**config.mk**
```make
export PLATFORM = sky130hd
export DESIGN_NAME = av_write_responder
export DESIGN_NICKNAME = d
export VERILOG_FILES = /design/src/rtl/av_write_responder.sv
export SDC_FILE = /design/constraint.sdc
export NUM_CORES = 1
export LEC_CHECK = 0
export BUFFER_PORTS_ARGS = -buffer_cell sky130_fd_sc_hd__buf_2
export CAP_MARGIN = 10
export CORE_MARGIN = 5
export CORE_UTILIZATION = 45
export DETAILED_ROUTE_END_ITERATION = 8
export PLACE_DENSITY = 0.73
export SLEW_MARGIN = 20
export SYNTH_ARGS = -nofsm -noshare
export SYNTH_HDL_FRONTEND = slang
export SYNTH_SLANG_ARGS = --single-unit
```
**constraint.sdc**
```tcl
create_clock -name sysclk -period 4.4 [get_ports sysclk]
set_input_delay 0.44 -clock sysclk [delete_from_list [all_inputs] [get_ports sysclk]]
set_output_delay 0.44 -clock sysclk [all_outputs]
set_load 0.01 [all_outputs]
```
**src/rtl/av_write_responder.sv**
```systemverilog
// Avalon-MM write-only slave buffering {address, data} into a FWFT FIFO sink.
// Optional address-window filtering enabled by defining AV_ADDR_FILTER_EN.
module av_write_responder #(
  parameter int          DEPTH     = 8,
  parameter logic [15:0] BASE_ADDR = 16'h0000,
  parameter logic [15:0] SPAN      = 16'h0100
) (
  input  logic                     sysclk,
  input  logic                     sysreset_n,
  input  logic [15:0]              av_address,
  input  logic [15:0]              av_writedata,
  input  logic                     av_write,
  output logic                     av_waitrequest,
  output logic [15:0]              sink_address,
  output logic [15:0]              sink_data,
  output logic                     sink_valid,
  input  logic                     sink_ready,
  output logic [$clog2(DEPTH):0]   level,
  output logic [15:0]              drop_count
);

  localparam int AW = $clog2(DEPTH);
  localparam int LW = AW + 1;

  logic [AW-1:0] wr_ptr;
  logic [AW-1:0] rd_ptr;
  logic [LW-1:0] cnt;
  logic [LW-1:0] cnt_nx;
  logic          full_q;
  logic          init_q;
  logic          valid_q;
  logic          accept;
  logic          keep;
  logic          push;
  logic          pop;
  logic [31:0]   mem [DEPTH];

  // Reset pin is ORed in so the master is stalled while reset is asserted.
  assign av_waitrequest = full_q | init_q | ~sysreset_n;
  assign accept = av_write & ~av_waitrequest;
  assign pop    = valid_q & sink_ready;
  assign push   = accept & keep;

`ifdef AV_ADDR_FILTER_EN
  logic [16:0] addr_x;
  logic [16:0] lo_x;
  logic [16:0] hi_x;
  logic [15:0] drop_q;

  // 17-bit window so BASE_ADDR+SPAN may reach 16'h10000.
  assign addr_x = {1'b0, av_address};
  assign lo_x   = {1'b0, BASE_ADDR};
  assign hi_x   = {1'b0, BASE_ADDR} + {1'b0, SPAN};
  assign keep   = (addr_x >= lo_x) && (addr_x < hi_x);

  always_ff @(posedge sysclk or negedge sysreset_n) begin
    if (!sysreset_n) begin
      drop_q <= '0;
    end else if (accept && !keep && drop_q != 16'hFFFF) begin
      drop_q <= drop_q + 16'd1;
    end
  end

  assign drop_count = drop_q;
`else
  logic unused_cfg;

  assign keep       = 1'b1;
  assign drop_count = 16'h0000;
  assign unused_cfg = ^{BASE_ADDR, SPAN};
`endif

  always_comb begin
    cnt_nx = cnt;
    case ({push, pop})
      2'b10:   cnt_nx = cnt + LW'(1);
      2'b01:   cnt_nx = cnt - LW'(1);
      default: cnt_nx = cnt;
    endcase
  end

  always_ff @(posedge sysclk or negedge sysreset_n) begin
    if (!sysreset_n) begin
      wr_ptr  <= '0;
      rd_ptr  <= '0;
      cnt     <= '0;
      full_q  <= 1'b0;
      init_q  <= 1'b1;
      valid_q <= 1'b0;
    end else begin
      init_q  <= 1'b0;
      cnt     <= cnt_nx;
      full_q  <= (cnt_nx == LW'(DEPTH));
      valid_q <= (cnt_nx != '0);
      if (push) begin
        wr_ptr <= wr_ptr + AW'(1);
      end
      if (pop) begin
        rd_ptr <= rd_ptr + AW'(1);
      end
    end
  end

  // Storage is not reset; occupancy alone decides what is valid.
  always_ff @(posedge sysclk) begin
    if (push) begin
      mem[wr_ptr] <= {av_address, av_writedata};
    end
  end

  assign sink_address = mem[rd_ptr][31:16];
  assign sink_data    = mem[rd_ptr][15:0];
  assign sink_valid   = valid_q;
  assign level        = cnt;

endmodule
```
Word-level counts from Yosys, hierarchy flattened
Memory sizes are Yosys's and may differ from the RTL's.
Cells that the tools add are included.
{"block": "totals", "regBits": 13, "ram_bits": 256, "input_bits": 36, "mem_count": 1}
{"memory": "mem", "depth": 8, "width": 32, "read_ports": 1, "rd_clocked_by_memory_dff": 0, "wr": 1, "line": "36", "source": "logic [31:0] mem [DEPTH];"}
{"block": "op_classes", "add_sub_neg": 4, "eq_ne": 3, "mux": 3, "bitwise_logic": 6, "n_reduce_logical": 1}
{"operator": "case mux 4 bit (2 select lines)", "count": 1}
{"operator": "adder 3 x 1 -> 3 bit (second input constant)", "count": 2}
{"operator": "adder 4 x 1 -> 4 bit (second input constant)", "count": 1}
{"operator": "equality test 4 bit (second input constant)", "count": 1}
{"operator": "nonzero test 4 bit", "count": 1}
{"operator": "subtractor 4 x 1 -> 4 bit (second input constant)", "count": 1}
{"operator": "AND 1 bit", "count": 2}
{"operator": "equality test 2 x 1 -> 1 bit (second input constant)", "count": 1}
{"operator": "equality test 2 bit (second input constant)", "count": 1}
{"operator": "two-way mux 1 bit", "count": 2}
{"operator": "inverter 1 bit", "count": 2}
{"operator": "bitwise OR 1 bit", "count": 2}

Longest topological paths before layout
Gate-level depths: netlist of the first run.
{"block": "depth", "ltp_word": 7, "mapped_depth": 11}

Least setup slack after synthesis of the first run
Ideal clock, no wire load.
{"block": "synth_timing", "path_type": "register to register", "startpoint": "register init_q", "endpoint": "memory mem[0][0] (enable)", "setup_time_ns": 0.461, "t_arrival_ns": 3.152, "slack_ns": 0.787, "path_stages_with_launch": 6, "n_path_buf": 1, "cell_sequence": "dfstp_2 > nor2_1 > and3_1 > clkbuf_1 > nand2b_1 > nor3_1"}
{"block": "synth_between", "elab_chain_len": 6}
{"element": "from (decl)", "line": "30", "source": "logic init_q;"}
{"element": "from (signal assigned)", "line": "88", "source": "init_q <= 1'b1;"}
{"element": "from (signal assigned)", "line": "91", "source": "init_q <= 1'b0;"}
{"element": "bitwise OR 1 bit (2 in series)", "line": "39", "source": "assign av_waitrequest = full_q | init_q | ~sysreset_n;"}
{"element": "inverter 1 bit", "line": "40", "source": "assign accept = av_write & ~av_waitrequest;"}
{"element": "AND 1 bit", "line": "40"}
{"element": "two-way mux 1 bit", "line": "106", "source": "if (push) begin"}
{"element": "two-way mux 1 bit (not written as such)", "line": "107", "source": "mem[wr_ptr] <= {av_address, av_writedata};"}
{"element": "to (decl)", "line": "36"}
No other way between the ends.

Worst setup path after layout of the first run
{"block": "layout_timing", "startpoint": "register rd_ptr[0]", "endpoint": "output sink_data[4]"}
{"block": "layout_between", "elab_chain_len": 1}
{"element": "from (decl)", "line": "26", "source": "logic [AW-1:0] rd_ptr;"}
{"element": "from (signal assigned)", "line": "99", "source": "rd_ptr <= rd_ptr + AW'(1);"}
{"element": "memory read (8 x 32 bit)"}
{"element": "to (decl)", "line": "15", "source": "output logic [15:0] sink_data,"}
No other way between the ends.

==> results of run 1 <==
## logic make-up (layout without fill, tap and decap cells)
| kind of cell | Yosys count | in the layout |
|---|---|---|
| AO/OA/AOI/OAI | 7 | 7 |
| flip-flops | 269 | 269 |
| XOR/XNOR | 8 | 8 |
| other | 1 | 17 |
| multiplexers | 99 | 99 |
| adder cells (fa/ha/maj) | 5 | 5 |
| AND/OR/NAND/NOR | 31 | 31 |
| buffers and inverters | 39 | 141 |
## layout make-up
type / count / share of cell area
multi-input cells: 167 / 0.198
inverters: 3 / 0.000931
flip-flops and latches: 269 / 0.663
well taps: 319 / 0.0330
clock inverters: 9 / 0.00383
clock buffers: 40 / 0.0607
repair buffers: 89 / 0.0404
## Yosys cell counts (3+ instances only)
cell,number
edfxtp_1,256
mux4_2,39
mux2_2,35
mux4_1,25
buf_4,16
dfrtp_1,12
nand2_1,8
nor2_1,8
clkbuf_1,7
xnor2_1,6
ha_1,5
buf_1,4
nand2b_1,4
buf_2,3
inv_1,3
nor3_1,3
## routing by layer
layer / GRT usage / vias to the layer above / part of all wire
met5: 0 / - / 0.0014
met4: 0.0309 / 6 / 0.013
met1: 0.199 / 2504 / 0.42
met2: 0.253 / 142 / 0.51
met3: 0.0320 / 29 / 0.057
li1: - / 2090 / -
## flip-flops by register name (all words and copies together) (netlist names)
| name | flops |
|---|---|
| mem | 256 |
| level | 4 |
| rd_ptr | 3 |
| wr_ptr | 3 |
| full_q | 1 |
| init_q | 1 |
| sink_valid | 1 |
## final timing paths
kind                       slack (ns)           end  depth (start not counted)          start
max reg2reg                      1.75        full_q                         10         init_q
min in group asynchronous        0.34     rd_ptr[1]                          2     sysreset_n
max                              1.03  sink_data[4]                          4      rd_ptr[0]
min                              0.19    mem[5][22]                          1  av_address[6]
max in group asynchronous        3.77        init_q                          2     sysreset_n
min reg2reg                      0.53     wr_ptr[0]                          1      wr_ptr[0]
## power by group
| part | switching, mW | internal (mW) |
|---|---|---|
| Sequential | 0.333 | 2.96 |
| Clock | 0.875 | 1.15 |
| Combinational | 0.790 | 1.02 |
==> results.yml, run 1 <==
setup_path:
  cp_max_fo: 49
  path_delay_family: "flip-flops"
  path_buf_inv: 2
  criticalPathCategory: "reg -> out"
  crit_slowest_cell: "dfrtp_4"
  endpoint_kind: "primary output"
  cp_cell_sequence: "buf_4 > mux4_1 > mux2_2 > buf_2"
  worstSetupStartpointType: "register"
  crit_arrival_ns: 2.93
  critical_path_required_ns: 3.96
  crit_path_max_incr_delay_ns: 1.02
routing:
  viasPerCell: 5.32
  ant_nets: 0
  routedWlPerCell_um: 21.6
  post-route-drc-count: 0
  drt_iter0_drc: 338
  firstDrtPassIters: 4
  wl_um: 19400
  route.vias.total: 4771
timing:
  skew_ns: 0.00730
  grt_setup_unrepaired: "false"
  slew-limit-headroom: 0.273
  drv_slew: 0
  fmax_ghz: 0.297
  period_needed_ns: 3.37
  finalSetupViolCount: 0
  whs_ns: 0.185
  fin_setup_tns_ns: 0
  hold_viol: 0
  fin_crit_sh: 0.765
  final.setup.worst_slack_ns: 1.03
  worst_pin_slew_ns: 1.09
flow_run:
  drv_cap: 0
final_layout:
  layout_common_cells: "edfxtp_1, buf_2, mux4_2, mux2_2, clkbuf_16"
  multiInputGateArea_um2: 2390
  design_area_um2: 12100
  final_common_cell: "edfxtp_1"
  finish.utilization: 0.518
  diodes: 0
  instances_no_fill: 896
  regArea_um2: 8020
  layout-drive-gt1-share: 0.359
  fin_nets: 598
  n_fill_cell: 1843
  area_growth_pct: 14.4
global_route:
  antenna_found_initial: 3
  grt_use_total: 0.148
  grt_pass1_vias: 5119
  grt_pass1_wl_um: 30200
  overflow: 0
  grt_start_max_net_pins: 50
yosys:
  ys_async_sr_fraction: 0.0483
  synth_edf_count: 256
  synth_area_leaders: "edfxtp_1, mux4_2, mux4_1, mux2_2, dfrtp_1"
  synth_compound_area_frac: 0.00485
  ys_types: 36
  ys_seq_area_frac: 0.758
  synthMuxAreaShare: 0.183
  synth_top_area_share: 0.727
  ys.warnings.count: 0
  synth_xor_area_frac: 0.00663
  synthAdderAreaFrac: 0.00592
  yosys.area.top_type: "edfxtp_1"
  netlist_area_um2: 10600
  synth_top_family_by_area: "multiplexers"
  synth.avg_cell_area_um2: 23.0
  syn_inst: 459
  synth_top_flop_cell: "edfxtp_1"
  synth-simple-area-share: 0.0150
  synth-seq-cells: 269
pwr:
  ir_drop_mv: 0.408
  power.density_nw_per_um2: 590
  finalPower_mw: 7.13
  p_leak_nw: 4.05
floorplan:
  coreArea_um2: 23300
  die_h_um: 163
  rows: 56
  die_x_um: 163
  start_util: 0.453
  dieArea_um2: 26700
  ioPinCount: 90
placement:
  dp.cells: 846
  pre_cts_slack_ns: 1.50
  dpl.hpwl_um: 11500
  gp_congestion: 0.730
  placed_area_um2: 11300
  io_buffer_count: 73
clock_network:
  clockBufferDepth: 3
  clkSlewWorstSetupHoldPaths_ns: 0.06
  clock_latency_ns: 0.52
  clock-root-buffer: "clkbuf_16"
  numCtsBuffers: 27
  clock_sinks: 269
  post_cts.repair.setup_buffers: 0
  cts_tree: "yes"
  hold_buffers: 1
  htreeDepth: 1
  post_cts_resized: 0
worst_hold_path:
  hold_class: "in -> reg"
status:
  status: "finished clean"
No activity file was read; power rests on OpenSTA's default activity.
==> run 2: changes to the inputs <==
--- a/config.mk
+++ b/config.mk
@@ -10,7 +10,7 @@
 export CORE_MARGIN = 5
 export CORE_UTILIZATION = 45
 export DETAILED_ROUTE_END_ITERATION = 8
-export PLACE_DENSITY = 0.73
+export PLACE_DENSITY = 0.75
 export SLEW_MARGIN = 20
 export SYNTH_ARGS = -nofsm -noshare
 export SYNTH_HDL_FRONTEND = slang
==> constraint.sdc (replaced) <==
create_clock -name sysclk -period 2.8 [get_ports sysclk]
set_input_delay 0.28 -clock sysclk [delete_from_list [all_inputs] [get_ports sysclk]]
set_output_delay 0.28 -clock sysclk [all_outputs]
set_load 0.01 [all_outputs]
==> results.yml, run 2 (synthesized netlist as in run 1, its figures left out) <==
timing:
  finalSetupViolCount: 0
  fin_setup_tns_ns: 0
  period_needed_ns: 2.62
  skew_ns: 0.0124
  final.setup.worst_slack_ns: 0.178
  fmax_ghz: 0.381
  whs_ns: 0.0228
  hold_viol: 0
  drv_slew: 0
  fin_crit_sh: 0.936
  grt_setup_unrepaired: "false"
worst_hold_path:
  hold_class: "in -> reg"
final_layout:
  regMostFlops: "mem"
  largest_reg_flops: 256
  layout-drive-gt1-share: 0.369
  area_growth_pct: 15.4
  fin_nets: 604
  finish.utilization: 0.523
  diodes: 0
  final_common_cell: "edfxtp_1"
  layout_common_cells: "edfxtp_1, buf_2, mux4_2, mux2_2, clkbuf_16"
global_route:
  grt_pass1_wl_um: 30400
  grt_pass1_vias: 5161
  grt_use_total: 0.150
  overflow: 0
  antenna_found_initial: 2
  grt_start_max_net_pins: 49
pwr:
  cellInternalPower_mw: 8.17
  clkPwrFrac: 0.284
  combPwrFrac: 0.282
  seqPwrFrac: 0.433
  power.density_nw_per_um2: 927
  swShare: 0.278
  power_switching_mw: 3.14
  ir_drop_mv: 0.551
  p_leak_nw: 4.11
clock_network:
  clockBufferDepth: 3
  clock-root-buffer: "clkbuf_16"
  post_cts.repair.setup_buffers: 0
  clkSlewWorstSetupHoldPaths_ns: 0.06
  htreeDepth: 1
  clock_latency_ns: 0.52
  numCtsBuffers: 27
  clock_sinks: 269
  cts_tree: "yes"
routing:
  post-route-drc-count: 0
  wl_um: 19500
  drt_iter0_drc: 313
  viasPerCell: 5.29
  firstDrtPassIters: 4
  route.vias.total: 4760
  ant_nets: 0
  routedWlPerCell_um: 21.7
setup_path:
  cp_max_fo: 48
  crit_arrival_ns: 2.34
  path_delay_family: "multiplexers"
  endpoint_kind: "primary output"
  r2r_slack_ns: 0.26
  criticalPathCategory: "reg -> out"
  crit_slowest_cell: "mux4_1"
  critical_path_required_ns: 2.52
  worstSetupStartpointType: "register"
  cp_cell_sequence: "buf_12 > mux4_1 > mux2_2 > buf_2"
  path_buf_inv: 2
  crit_path_max_incr_delay_ns: 0.59
floorplan:
  die_h_um: 163
  start_util: 0.453
  ioPinCount: 90
  dieArea_um2: 26700
  rows: 56
  coreArea_um2: 23300
  die_x_um: 163
placement:
  gp_congestion: 0.747
  io_buffer_count: 73
  dpl.hpwl_um: 11500
  pre_cts_slack_ns: 0.194
flow_run:
  drv_cap: 0
status:
  status: "finished clean"
==> run 2: path summary, 6_finish.rpt <==
kind	startpoint	endpoint	cells after the start
max	rd_ptr[0]	sink_address[3]	4
min in group asynchronous	sysreset_n	rd_ptr[1]	3
max in group asynchronous	sysreset_n	init_q	3
max reg2reg	init_q	sink_valid	10
min	av_address[11]	mem[1][27]	1
min reg2reg	wr_ptr[0]	wr_ptr[0]	1
==> run 2: metal layers <==
metal  GRT usage  up-vias  part of all wire
li1            -     2099                 -
met1       0.200     2500              0.41
met2       0.259      127              0.52
met3      0.0326       30             0.056
met4      0.0274        4             0.015
met5           0        -            0.0014
==> run 2: power groups by stage <==
stage / Sequential [mW] / Combinational (mW) / Clock, mW
2_1_floorplan: 4.86 / 2.39 / 0
3_3_place_gp: 4.96 / 3.19 / 0
3_5_place_dp: 4.99 / 3.26 / 0
4_1_cts: 4.90 / 3.29 / 3.29
5_1_grt: 4.93 / 3.47 / 3.47
6_report: 4.90 / 3.19 / 3.22
==> run 2: worst register-to-register path, cell delays in order, from the launching register on <==
cell,delay [ns]
dfstp_2,0.51
nor2_1,0.04
and3_2,0.26
inv_1,0.10
ha_1,0.25
xor2_1,0.17
ha_1,0.25
nor3b_1,0.28
nor2_1,0.09
a211oi_1,0.29
o211ai_1,0.15
==> run 2: through the flow <==
| step | cell area, um^2 | total power, mW | instances |
|---|---|---|---|
| final | 12200 | 11.3 | 899 |
| after global routing | 12200 | 11.9 | 899 |
| after CTS | 12200 | 11.5 | 899 |
| after detailed placement | 11400 | 8.25 | 852 |
| after global placement | 11400 | 8.16 | 852 |
| after floorplan | 10600 | 7.26 | 475 |
==> run 2: cell type report <==
type	instances	area, um^2
repair buffers	95	583
clock buffers	31	691
well taps	319	399
multi-input cells	167	2400
inverters	3	11.3
flip-flops and latches	269	8020
fillers	1815	11100
clock inverters	15	91.3
==> run 2: repair_timing <==
action | CTS | global route
hold buffers | 1 | 0
resized for setup | 0 | 1
endpoints found under the hold margin | 13 | 0
setup endpoints to repair | 0 | 2
